File: src/rtl/ts_merge_sched.sv
// ts_merge_sched: paced round-robin packet scheduler for the shared TS merge output port.
// Optional null-packet fill while no channel requests: define TS_SCHED_NULL_EN.
module ts_merge_sched #(
  parameter int NUM_CH  = 4,
  parameter int DIV_W   = 4,
  parameter int PKT_LEN = 188,
  parameter int CNT_W   = 8
) (
  input  logic              clk,
  input  logic              rst,
  input  logic [DIV_W-1:0]  div_val,
  input  logic [NUM_CH-1:0] req,
  output logic [NUM_CH-1:0] grant,
  output logic              byte_en,
  output logic              pkt_sof,
  output logic              pkt_eof,
  output logic              busy,
  output logic              null_sel
);
  // state | meaning
  // IDLE  | no packet in flight; arbitrate among requests
  // SEND  | granted (or null) packet streaming, one byte per tick
  localparam int PTR_W = (NUM_CH > 1) ? $clog2(NUM_CH) : 1;
  localparam logic [CNT_W-1:0] LAST_BYTE = CNT_W'(PKT_LEN - 1);

  typedef enum logic {IDLE, SEND} state_t;
  state_t state, state_nxt;

  logic [DIV_W-1:0]  div_cnt;
  logic              tick;
  logic [CNT_W-1:0]  byte_cnt, byte_cnt_nxt;
  logic [PTR_W-1:0]  rr_ptr, rr_ptr_nxt;
  logic [NUM_CH-1:0] grant_nxt;
  logic              null_sel_nxt;
  logic              found;
  logic [PTR_W-1:0]  win;
  logic [PTR_W-1:0]  cand;
  int                idx;

  // Compare against the live div_val so a reprogrammed ratio applies at once.
  assign tick = (div_cnt >= div_val);

  always_ff @(posedge clk) begin
    if (rst)       div_cnt <= '0;
    else if (tick) div_cnt <= '0;
    else           div_cnt <= div_cnt + 1'b1;
  end

  // Scan starts one past the last winner, so a lone requester wraps to itself.
  always_comb begin
    found = 1'b0;
    win   = rr_ptr;
    cand  = rr_ptr;
    idx   = 0;
    for (int i = 1; i <= NUM_CH; i++) begin
      idx  = (int'(rr_ptr) + i) % NUM_CH;
      cand = PTR_W'(idx);
      if (!found && req[cand]) begin
        found = 1'b1;
        win   = cand;
      end
    end
  end

  assign busy    = (state == SEND);
  assign byte_en = busy & tick;
  assign pkt_sof = byte_en & (byte_cnt == '0);
  assign pkt_eof = byte_en & (byte_cnt == LAST_BYTE);

  always_comb begin
    state_nxt    = state;
    grant_nxt    = grant;
    rr_ptr_nxt   = rr_ptr;
    byte_cnt_nxt = byte_cnt;
    null_sel_nxt = null_sel;
    case (state)
      IDLE: begin
        if (found) begin
          state_nxt      = SEND;
          grant_nxt      = '0;
          grant_nxt[win] = 1'b1;
          rr_ptr_nxt     = win;
          byte_cnt_nxt   = '0;
          null_sel_nxt   = 1'b0;
        end
`ifdef TS_SCHED_NULL_EN
        else if (tick) begin
          state_nxt    = SEND;
          grant_nxt    = '0;
          byte_cnt_nxt = '0;
          null_sel_nxt = 1'b1;
        end
`endif
      end
      SEND: begin
        if (pkt_eof) begin
          state_nxt    = IDLE;
          grant_nxt    = '0;
          null_sel_nxt = 1'b0;
        end else if (byte_en) begin
          byte_cnt_nxt = byte_cnt + 1'b1;
        end
      end
      default: state_nxt = IDLE;
    endcase
  end

  always_ff @(posedge clk) begin
    if (rst) begin
      state    <= IDLE;
      grant    <= '0;
      rr_ptr   <= PTR_W'(NUM_CH - 1);
      byte_cnt <= '0;
      null_sel <= 1'b0;
    end else begin
      state    <= state_nxt;
      grant    <= grant_nxt;
      rr_ptr   <= rr_ptr_nxt;
      byte_cnt <= byte_cnt_nxt;
      null_sel <= null_sel_nxt;
    end
  end

endmodule

File: config.mk
export PLATFORM = sky130hd
export DESIGN_NAME = ts_merge_sched
export DESIGN_NICKNAME = d
export VERILOG_FILES = /design/src/rtl/ts_merge_sched.sv
export SDC_FILE = /design/constraint.sdc
export NUM_CORES = 1
export LEC_CHECK = 0
export CAP_MARGIN = 20
export CORE_UTILIZATION = 31
export CTS_CLUSTER_SIZE = 30
export DETAILED_ROUTE_END_ITERATION = 16
export DONT_BUFFER_PORTS = 1
export SLEW_MARGIN = 40
export SYNTH_ARGS = -nofsm -noshare
export SYNTH_HDL_FRONTEND = slang
export SYNTH_SLANG_ARGS = --single-unit
File: constraint.sdc
create_clock -name clk -period 1.7 [get_ports clk]
set_input_delay 0.34 -clock clk [delete_from_list [all_inputs] [get_ports clk]]
set_output_delay 0.34 -clock clk [all_outputs]
set_load 0.05 [all_outputs]
======== Yosys cells after proc, flatten, opt, wreduce, memory -nomap -nowiden ========
Cells that the tools add are included.
cells by class
  $add $sub $neg .......................... 6
  magnitude comparators ................... 7
  eq/ne operators ......................... 5
  multiplexer cells ....................... 31
  bitwise gates (word level) .............. 4
  reductions and logical operators ........ 12
operators with widths
  cell                   count
  $mux W8                3
  $pmux W8 S2            1
  $lt A2 B3 Y1 const B   5
  $mux W1                13
  $add A8 B1 Y8 const B  1
  $bmux W1 S2            4
  $eq A8 B8 Y1 const B   1
  $logic_not A8 Y1       1
  $mux W2                4
  $mux W4                2
  $ne A2 B2 Y1 const B   4
  $pmux W4 S2            1
  $add A2 B1 Y2 const B  2
  $add A2 B2 Y2 const B  2
  $add A4 B1 Y4 const B  1
  $ge A4 B4 Y1           1
  $logic_and A1 B1 Y1    4
  $pmux W1 S2            2
  $reduce_and A2 Y1      2
  $and A1 B1 Y1          3
  $logic_not A1 Y1       3
  $reduce_and A3 Y1      1
  $demux W1 S2           1
  $ge A2 B1 Y1 const B   1
  other kinds (2)        2
storage, ports and cells
  register bits ........................... 20
  input bits .............................. 10
  output and inout port bits .............. 9
  logic and storage cells ................. 71

======== Logic depth before layout (Yosys ltp) ========
Gate-level depths: netlist (run 1).
  word-level depth ........................ 19
  mapped depth ............................ 8
  depth with buffers taken out ............ 8

======== Worst setup path before layout (run 1) ========
OpenSTA, ideal clock, no wires.
  path kind ............................... reg-to-reg
  from .................................... reg div_cnt[0]
  to ...................................... reg grant[1]
  setup time .............................. 0.117 ns
  data arrival time ....................... 1.984 ns
  data required time ...................... 1.583 ns
  setup slack ............................. -0.402 ns
  cell stages (with the launch flop) ...... 8
  path buffers ............................ 0
  clock period less this slack ............ 2.102 ns
  path through ............................ dfxtp_1 inv_1 ha_1 nor2b_1 o21a_4 nor4b_4 nor2_2 a32o_1
between the ends
  cells in the longest elaborated chain, start to end .. 5
ends and longest elaborated chain
  element                      line  text
  start: declaration           29    logic [DIV_W-1:0] div_cnt;
  start signal: assignment     46    else div_cnt <= div_cnt + 1'b1;
  $ge A4 B4 Y1                 41    assign tick = (div_cnt >= div_val);
  $and A1 B1 Y1                66    assign byte_en = busy & tick;
  $and A1 B1 Y1                68    assign pkt_eof = byte_en & (byte_cnt == LAST_BYTE);
  via pkt_eof                  16    output logic pkt_eof,
  $ne A2 B2 Y1 (no line)       --
  $reduce_and A2 Y1 (no line)  --
  end signal: assignment       117   grant <= grant_nxt;
  end: declaration             13    output logic [NUM_CH-1:0] grant,
The timed path passes the listed nets, and every way through them passes these cells.
A chain may end at the register's enable or synchronous reset.

======== Worst setup path after layout (run 1) ========
  from .................................... reg byte_cnt[1]
  to ...................................... out pkt_eof
between the ends
  cells in the longest elaborated chain, start to end .. 2
ends and longest elaborated chain
  element                   line  text
  start: declaration        31    logic [CNT_W-1:0] byte_cnt, byte_cnt_nxt;
  start signal: assignment  119   byte_cnt <= byte_cnt_nxt;
  $eq A8 B8 Y1              68
  $and A1 B1 Y1             68
  end: declaration          16
Every way passes these cells.

==> flow_metrics.tcl, run 1 <==
set metrics [dict create \
    grt_max_degree 12 \
    grt_setup_unrepaired "yes" \
    synth_fp_nets 138 \
    syn_inst 121 \
    peakVddDrop_v 0.000527 \
    clock_path_buffers 2 \
    async_flop_share 0 \
    switching_power_mw 0.396 \
    utilization 0.463 \
    critPathKind "reg -> out" \
    synthToLayoutAreaGrowth_pct 43.3 \
    hpwlAfterDp_mm 1.76 \
    cp.arrival_ns 1.66 \
    max_freq_ghz 0.501 \
    placedCellCount 184 \
    p_leak_nw 0.616 \
    wl_per_cell_um 12.7 \
    worstSetupEndpointType "primary output" \
    violations "setup timing" \
    grt_pass1_vias 872 \
    routed_wl_mm 2.45 \
    place_congestion 0.816 \
    nFillCells 326 \
    fin_ws_ns -0.295 \
    cts_tree "yes" \
    clock_latency_ns 0.29 \
    clk_pin_slew_ns 0.11 \
    required_ns 1.36 \
    final_cell_mix "buf_4, dfxtp_1, nand2b_1" \
    cts-root-buf "clkbuf_4" \
    start_util 0.323 \
    h-tree-depth 1 \
    die_h_um 61.0 \
    coreArea_um2 3340 \
    highest_layer "met4" \
    layout_commonest_cell "buf_4" \
    cts_sinks 19 \
    grt-ovfl-total 0 \
    netlist_area_um2 1080 \
    vias 944 \
    p_comb_frac 0.314 \
    start_kind "register" \
    drc 0 \
    met3WireLength_um 99 \
    dieArea_um2 3720 \
    nNetsFinal 165 \
    hp-class "in -> reg" \
    period_share 1.17 \
    timing.hold.ws_ns 0.101 \
    numCtsBuffers 3 \
    ys_types 42 \
    hold_violations 0 \
    postRouteAntennaNets 0 \
    wl_met2_mm 1.21 \
    finalSetupViolCount 4 \
    fin_worst_skew_ns 0.00290 \
    fp.dieW_um 61.0 \
    period_needed_ns 2.00 \
    ys.flop_type "dfxtp_1" \
    clkPwrFrac 0.199 \
    synth-edff-count 0 \
    slew_violations 0 \
    rows 21 \
    whs_path_depth 1 \
    yosysWarnings 0 \
    critPathMaxFanout 2 \
    power_mw 1.15 \
    worst_pin_slew_ns 0.522 \
    instances_no_fill 193 \
    power_per_cell_area_nw_per_um2 741 \
    slew_headroom 0.651 \
    max_cap_violations 0 \
    drt-met1-wl_mm 1.10 \
    ys_ff_latch 19 \
    avgSynthCellArea_um2 8.91 \
    status "complete, but fails checks" \
    via_per_inst 4.89 \
    power_frac_seq 0.487 \
    yosysSeqAreaShare 0.353 \
    p_int_mw 0.749 \
    ff2ff_path_depth 7 \
    grt_pass1_wl_mm 3.75 \
    antenna_cells 0 \
    p_sw_frac 0.346 \
    numPortBuffers 0 \
    track_usage 0.136 \
    detail_route.iter0.violations 18 \
    drtPass1Iterations 3 \
    drive_gt1_frac 0.442 \
    pin_count 19 \
    antenna_found_initial 0 \
]
## through the flow
step | TNS (ns) | setup slack, ns | area, µm²
global route | -1.07 | -0.376 | 1550
detailed placement | -0.341 | -0.0720 | 1350
global placement | -0.130 | -0.0318 | 1350
finish | -0.673 | -0.295 | 1550
CTS | -0.977 | -0.307 | 1430
floorplan | -1.70 | -0.302 | 1130
## synthesized netlist by cell type, types with 3 or more instances
library cell | number | area share
ha_1 | 7 | 0.081
xnor2_1 | 3 | 0.024
nor2_1 | 8 | 0.028
nand2b_1 | 9 | 0.052
dfxtp_1 | 19 | 0.35
mux2i_1 | 3 | 0.028
a21oi_1 | 4 | 0.019
o21ai_0 | 4 | 0.019
nor3_1 | 6 | 0.028
nand3_1 | 4 | 0.019
nand2_1 | 8 | 0.028
inv_1 | 9 | 0.031
## area by class of cell
cell class                 count  area (µm²)  area share
multi-input combinational     90         807       0.522
sequential                    19         389       0.252
timing repair buffer          25         228       0.147
tap                           46        57.6      0.0372
inverter                       9        37.5      0.0243
clock buffer                   4        26.3      0.0170
## worst max-delay path, stage by stage (launching register included)
cell	delay [ns]
dfxtp_2	0.36
ha_4	0.13
and4_4	0.24
nand3_4	0.08
nor4b_4	0.34
buf_6	0.20
## state kept, by name, indices dropped and copies added (netlist names)
name / cells
div_cnt: 4
busy: 1
rr_ptr: 2
grant: 4
byte_cnt: 8
## timing repair
item,CTS,global route
cloned,0,0
gates resized for setup,9,19
endpoints found under the setup margin,9,15
hold buffers,0,0
buffers inserted,3,5
pin swaps,4,9
## cells by family (layout without fill, tap and decap cells)
family                     after synthesis  count (layout)  synth area share
and+or+nand+nor                         51              51             0.284
AOI/OAI and AO/OA                       23              23             0.161
DFF                                     19              19             0.353
buffers and inverters                   12              38            0.0464
adders and majority gates                7               7            0.0812
xor gates and xnor gates                 4               4            0.0325
muxes                                    4               4            0.0383
other                                    1               1           0.00348
## layer usage
layer  global-route usage  up-vias
li1                     -      481
met1                0.170      442
met2                0.232       15
met3               0.0320        6
met4               0.0390        0
met5                    0        -
## path summary, 6_finish.rpt
kind	from	endpoint	slack (ns)
worst min register to register	div_cnt[0]$_SDFF_PP0_	div_cnt[0]$_SDFF_PP0_	0.53
worst max-delay path	byte_cnt[1]$_SDFFE_PP0P_	pkt_eof	-0.30
worst min-delay path	rst	div_cnt[0]$_SDFF_PP0_	0.10
worst max register to register	byte_cnt[1]$_SDFFE_PP0P_	grant[1]$_SDFFE_PP0P_	-0.01
## power groups by stage
stage	Sequential, mW	Clock (mW)	Combinational [mW]
floorplan	0.566	0	0.205
global placement	0.563	0	0.285
detailed placement	0.564	0	0.289
CTS	0.556	0.237	0.313
global route	0.562	0.258	0.395
finish	0.558	0.228	0.360
(Power assumes the default switching activity.)
==> run 2, diff against run 1 <==
--- a/config.mk
+++ b/config.mk
@@ -10,6 +10,7 @@
 export CTS_CLUSTER_SIZE = 30
 export DETAILED_ROUTE_END_ITERATION = 16
 export DONT_BUFFER_PORTS = 1
+export PLACE_DENSITY = 0.5
 export SLEW_MARGIN = 40
 export SYNTH_ARGS = -nofsm -noshare
 export SYNTH_HDL_FRONTEND = slang
==> flow_metrics.tcl, run 2 (synthesized netlist as in run 1, its figures left out) <==
set metrics [dict create \
    period_needed_ns 2.04 \
    fin_worst_skew_ns 0.00570 \
    p_int_mw 0.759 \
    final_cell_mix "buf_4, dfxtp_1, nand2b_1, nor2_1, nand2_1" \
    nNetsFinal 171 \
    period_share 1.20 \
    whs_path_depth 1 \
    synthToLayoutAreaGrowth_pct 46.3 \
    max_freq_ghz 0.489 \
    cts_sinks 19 \
    die_h_um 61.0 \
    clock_path_buffers 2 \
    drtPass1Iterations 4 \
    coreArea_um2 3340 \
    required_ns 1.36 \
    min_from "rst" \
    routed_wl_mm 2.57 \
    top_regs "byte_cnt: 8 flops, div_cnt: 4 flops, grant: 4 flops" \
    power_frac_seq 0.474 \
    clkPwrFrac 0.207 \
    p_leak_nw 0.645 \
    grt_max_degree 13 \
    start_util 0.323 \
    grt-ovfl-total 0 \
    power_per_cell_area_nw_per_um2 747 \
    timing.hold.ws_ns 0.0808 \
    rr_startpoint "div_cnt[1]$_SDFF_PP0_" \
    hp-class "in -> reg" \
    top_register "byte_cnt" \
    via_per_inst 4.85 \
    peakVddDrop_v 0.000417 \
    r2r_slack_ns -0.07 \
    max_cap_violations 0 \
    finalSetupViolCount 8 \
    nFillCells 340 \
    path_cells "ha_4 > inv_2 > o21a_4 > nor4b_4 > buf_12" \
    ctsHoldBuffers 0 \
    cp.arrival_ns 1.70 \
    rr_endpoint "byte_cnt[5]$_SDFFE_PP0P_" \
    postRouteAntennaNets 0 \
    cts-root-buf "clkbuf_4" \
    fp.dieW_um 61.0 \
    max_stage_delay_ns 0.37 \
    violations "setup timing" \
    vias 965 \
    h-tree-depth 1 \
    antenna_found_initial 0 \
    numCtsBuffers 3 \
    wl_per_cell_um 12.9 \
    grt_setup_unrepaired "yes" \
    min_to "div_cnt[0]$_SDFF_PP0_" \
    clock_latency_ns 0.31 \
    pin_count 19 \
    switching_power_mw 0.419 \
    worst_pin_slew_ns 0.535 \
    rows 21 \
    power_mw 1.18 \
    critPathMaxFanout 2 \
    grt_pass1_wl_mm 4.31 \
    dieArea_um2 3720 \
    fin_ws_ns -0.343 \
    ff2ff_path_depth 7 \
    numPortBuffers 0 \
    p_comb_frac 0.319 \
    status "complete, but fails checks" \
    slew_violations 0 \
    drc 0 \
    slew_headroom 0.643 \
    start_kind "register" \
    grt_pass1_vias 937 \
    crit_path_top_delay_cell "dfxtp_1" \
    detail_route.iter0.violations 23 \
    worstSetupEndpointType "primary output" \
    p_sw_frac 0.356 \
    cts_tree "yes" \
    track_usage 0.162 \
    critPathKind "reg -> out" \
    hold_violations 0 \
    drive_gt1_frac 0.464 \
    layout_commonest_cell "buf_4" \
    hpwlAfterDp_mm 1.92 \
    largest_register_ffs 8 \
    place_congestion 0.780 \
    clk_pin_slew_ns 0.12 \
    antenna_cells 0 \
]
run 2: power by group through the flow:
stage,Sequential [mW],Clock [mW],Combinational [mW]
after floorplan,0.566,0,0.205
after detailed placement,0.565,0,0.311
final,0.558,0.244,0.376
after global placement,0.565,0,0.305
after CTS,0.556,0.256,0.340
after global routing,0.566,0.270,0.414
run 2: critical path: cells and delay by family (launching register included):
| family | cells | cell delay [ns] |
|---|---|---|
| compound gates | 1 | 0.22 |
| buf+inv | 2 | 0.23 |
| fa+ha+maj | 1 | 0.27 |
| simple gates | 1 | 0.30 |
| flops | 1 | 0.37 |
run 2: metrics by stage:
step                      utilization  setup TNS [ns]  area (µm²)  setup slack, ns  std cells
after floorplan                     -           -1.70        1130           -0.302        121
after detailed placement        0.424          -0.308        1420           -0.102        191
final                           0.473           -1.24        1580           -0.343        199
after global placement          0.424          -0.143        1420          -0.0586        191
after global routing            0.473           -2.46        1580           -0.437        199
after CTS                       0.447           -1.45        1490           -0.419        197
run 2: layout make-up:
class	instances	area, µm²	area share
inverter	9	37.5	0.0238
multi-input combinational	90	787	0.499
clock buffer	3	22.5	0.0143
tap	46	57.6	0.0365
timing repair buffer	31	278	0.176
sequential	19	388	0.246
clock inverter	1	7.51	0.00476
run 2: repair_timing:
item	4_1_cts	5_1_grt
pin swaps	8	11
gates resized for setup	6	15
endpoints found under the setup margin	8	19
hold endpoints to repair	0	0
setup buffers	2	3
run 2: worst max path at each step:
stage	slack [ns]	endpoint	startpoint	cells past startpoint
floorplan	-0.30	grant[1]$_SDFFE_PP0P_	div_cnt[0]$_SDFF_PP0_	7
global placement	-0.06	pkt_eof	div_val[2]	6
detailed placement	-0.10	pkt_eof	div_val[2]	6
CTS	-0.42	pkt_eof	div_cnt[0]$_SDFF_PP0_	6
global route	-0.44	pkt_eof	div_cnt[0]$_SDFF_PP0_	6
finish	-0.34	pkt_eof	div_cnt[1]$_SDFF_PP0_	5
run 2: routing by layer:
layer,track usage,up-vias,part of all wire
met5,0,-,0
met4,0.0682,0,0.015
met3,0.0362,6,0.034
met2,0.272,19,0.50
met1,0.199,449,0.45
li1,-,491,-
==> run 3, diff against run 2 <==
--- a/config.mk
+++ b/config.mk
@@ -6,11 +6,12 @@
 export NUM_CORES = 1
 export LEC_CHECK = 0
 export CAP_MARGIN = 20
+export CORE_MARGIN = 2
 export CORE_UTILIZATION = 31
 export CTS_CLUSTER_SIZE = 30
 export DETAILED_ROUTE_END_ITERATION = 16
 export DONT_BUFFER_PORTS = 1
-export PLACE_DENSITY = 0.5
+export PLACE_DENSITY = 0.49
 export SLEW_MARGIN = 40
 export SYNTH_ARGS = -nofsm -noshare
 export SYNTH_HDL_FRONTEND = slang
==> constraint.sdc (replaced) <==
create_clock -name clk -period 1.9 [get_ports clk]
set_input_delay 0.38 -clock clk [delete_from_list [all_inputs] [get_ports clk]]
set_output_delay 0.38 -clock clk [all_outputs]
set_load 0.05 [all_outputs]
==> flow_metrics.tcl, run 3 (synthesized netlist as in run 1, its figures left out) <==
set metrics [dict create \
    hpwlAfterDp_mm 1.71 \
    path_cells "ha_4 > and4_4 > nand3_4 > nor4b_4 > buf_6" \
    synthToLayoutAreaGrowth_pct 31.9 \
    rr_startpoint "div_cnt[0]$_SDFF_PP0_" \
    h-tree-depth 1 \
    nFillCells 336 \
    period_share 1.10 \
    cts_tree "yes" \
    vias 888 \
    period_needed_ns 2.09 \
    max_freq_ghz 0.479 \
    rows 21 \
    wl_per_cell_um 12.9 \
    fp.dieW_um 63.0 \
    numPortBuffers 0 \
    top_regs "byte_cnt: 8 flops, div_cnt: 4 flops, grant: 4 flops" \
    layout_commonest_cell "dfxtp_1" \
    start_util 0.323 \
    max_stage_delay_ns 0.39 \
    drc 0 \
    status "complete, but fails checks" \
    grt_setup_unrepaired "yes" \
    fin_worst_skew_ns 0.00307 \
    cts-root-buf "clkbuf_4" \
    via_per_inst 4.85 \
    finalSetupViolCount 2 \
    power_frac_seq 0.497 \
    p_int_mw 0.642 \
    clock_path_buffers 2 \
    critPathKind "reg -> out" \
    numCtsBuffers 3 \
    place_ws_ns 0.0690 \
    worstSetupEndpointType "primary output" \
    die_h_um 63.0 \
    drtPass1Iterations 4 \
    top_register "byte_cnt" \
    power_per_cell_area_nw_per_um2 699 \
    rr_endpoint "byte_cnt[6]$_SDFFE_PP0P_" \
    clock_latency_ns 0.30 \
    grt-ovfl-total 0 \
    whs_path_depth 1 \
    grt_max_degree 12 \
    r2r_slack_ns 0.17 \
    min_from "rst" \
    largest_register_ffs 8 \
    ctsHoldBuffers 0 \
    dieArea_um2 3970 \
    slew_violations 0 \
    cts_sinks 19 \
    clk_pin_slew_ns 0.12 \
    nNetsFinal 155 \
    placed_area_um2 1290 \
    violations "setup timing" \
    hp-class "in -> reg" \
    antenna_found_initial 0 \
    slew_headroom 0.648 \
    critPathMaxFanout 4 \
    utilization 0.426 \
    min_to "div_cnt[1]$_SDFF_PP0_" \
    final_cell_mix "dfxtp_1, buf_4, nand2b_1, nand2_1, nor2_1" \
    max_cap_violations 0 \
    pin_count 19 \
    power_mw 0.995 \
    routed_wl_mm 2.37 \
    clkPwrFrac 0.216 \
    stdcell_area_um2 1420 \
    required_ns 1.52 \
    crit_path_top_delay_cell "dfxtp_4" \
    p_leak_nw 0.553 \
    p_sw_frac 0.355 \
    cp.arrival_ns 1.71 \
    coreArea_um2 3340 \
    peakVddDrop_v 0.000347 \
    postRouteAntennaNets 0 \
    ff2ff_path_depth 8 \
    place_congestion 0.748 \
    detail_route.iter0.violations 16 \
    antenna_cells 0 \
    grt_pass1_wl_mm 3.85 \
    grt_pass1_vias 814 \
    setup_tns_ns -0.253 \
    p_comb_frac 0.288 \
    switching_power_mw 0.353 \
    fin_ws_ns -0.188 \
    track_usage 0.121 \
    drive_gt1_frac 0.387 \
    worst_pin_slew_ns 0.527 \
    hold_violations 0 \
    start_kind "register" \
]
[run 3: per-stage QoR]
| stage | hold slack [ns] | std cells |
|---|---|---|
| 6_report | 0.124 | 183 |
| 5_1_grt | 0.112 | 183 |
| 4_1_cts | 0.117 | 179 |
| 3_5_place_dp | 0.441 | 173 |
| 3_3_place_gp | 0.433 | 173 |
| 2_1_floorplan | 0.427 | 121 |
[run 3: routing by layer]
metal,track usage,vias to the layer above,routed length (µm)
li1,-,463,-
met5,0,-,0
met3,0.0234,4,95
met4,0.0417,0,29
met1,0.170,401,1200
met2,0.184,20,1050
[run 3: power by group through the flow]
stage	logic, mW	clock network [mW]	registers, mW
4_1_cts	0.266	0.224	0.497
6_report	0.286	0.215	0.494
3_5_place_dp	0.239	0	0.506
5_1_grt	0.316	0.238	0.500
3_3_place_gp	0.239	0	0.505
2_1_floorplan	0.185	0	0.507
[run 3: worst max-delay path by stage]
stage / slack (ns) / end / startpoint / cells past startpoint
finish: -0.19 / pkt_eof / byte_cnt[1]$_SDFFE_PP0P_ / 5
global route: -0.25 / pkt_eof / byte_cnt[1]$_SDFFE_PP0P_ / 5
CTS: -0.21 / pkt_eof / div_cnt[0]$_SDFF_PP0_ / 6
detailed placement: 0.07 / pkt_sof / div_val[1] / 7
global placement: 0.08 / byte_en / div_val[3] / 7
floorplan: -0.11 / grant[1]$_SDFFE_PP0P_ / div_cnt[0]$_SDFF_PP0_ / 7
[run 3: worst max-delay path, delay by kind of cell (launching register included)]
| kind | cells | cell delay [ns] |
|---|---|---|
| buffers and inverters | 1 | 0.20 |
| and+or+nand+nor | 3 | 0.66 |
| adders and majority gates | 1 | 0.15 |
| DFF | 1 | 0.39 |
[run 3: final cells by class]
class	count	area, µm²	share of cell area
Multi-Input combinational cell	90	764	0.537
Sequential cell	19	395	0.278
Timing Repair Buffer	15	141	0.0994
Tap cell	46	57.6	0.0405
Inverter	9	36.3	0.0255
Clock buffer	3	22.5	0.0158
Clock inverter	1	5.00	0.00352
[run 3: what timing repair did]
item,4_1_cts,5_1_grt
gates resized for setup,9,9
endpoints found under the setup margin,3,3
pin swaps,4,4
endpoints found under the hold margin,0,0
setup buffers,2,4
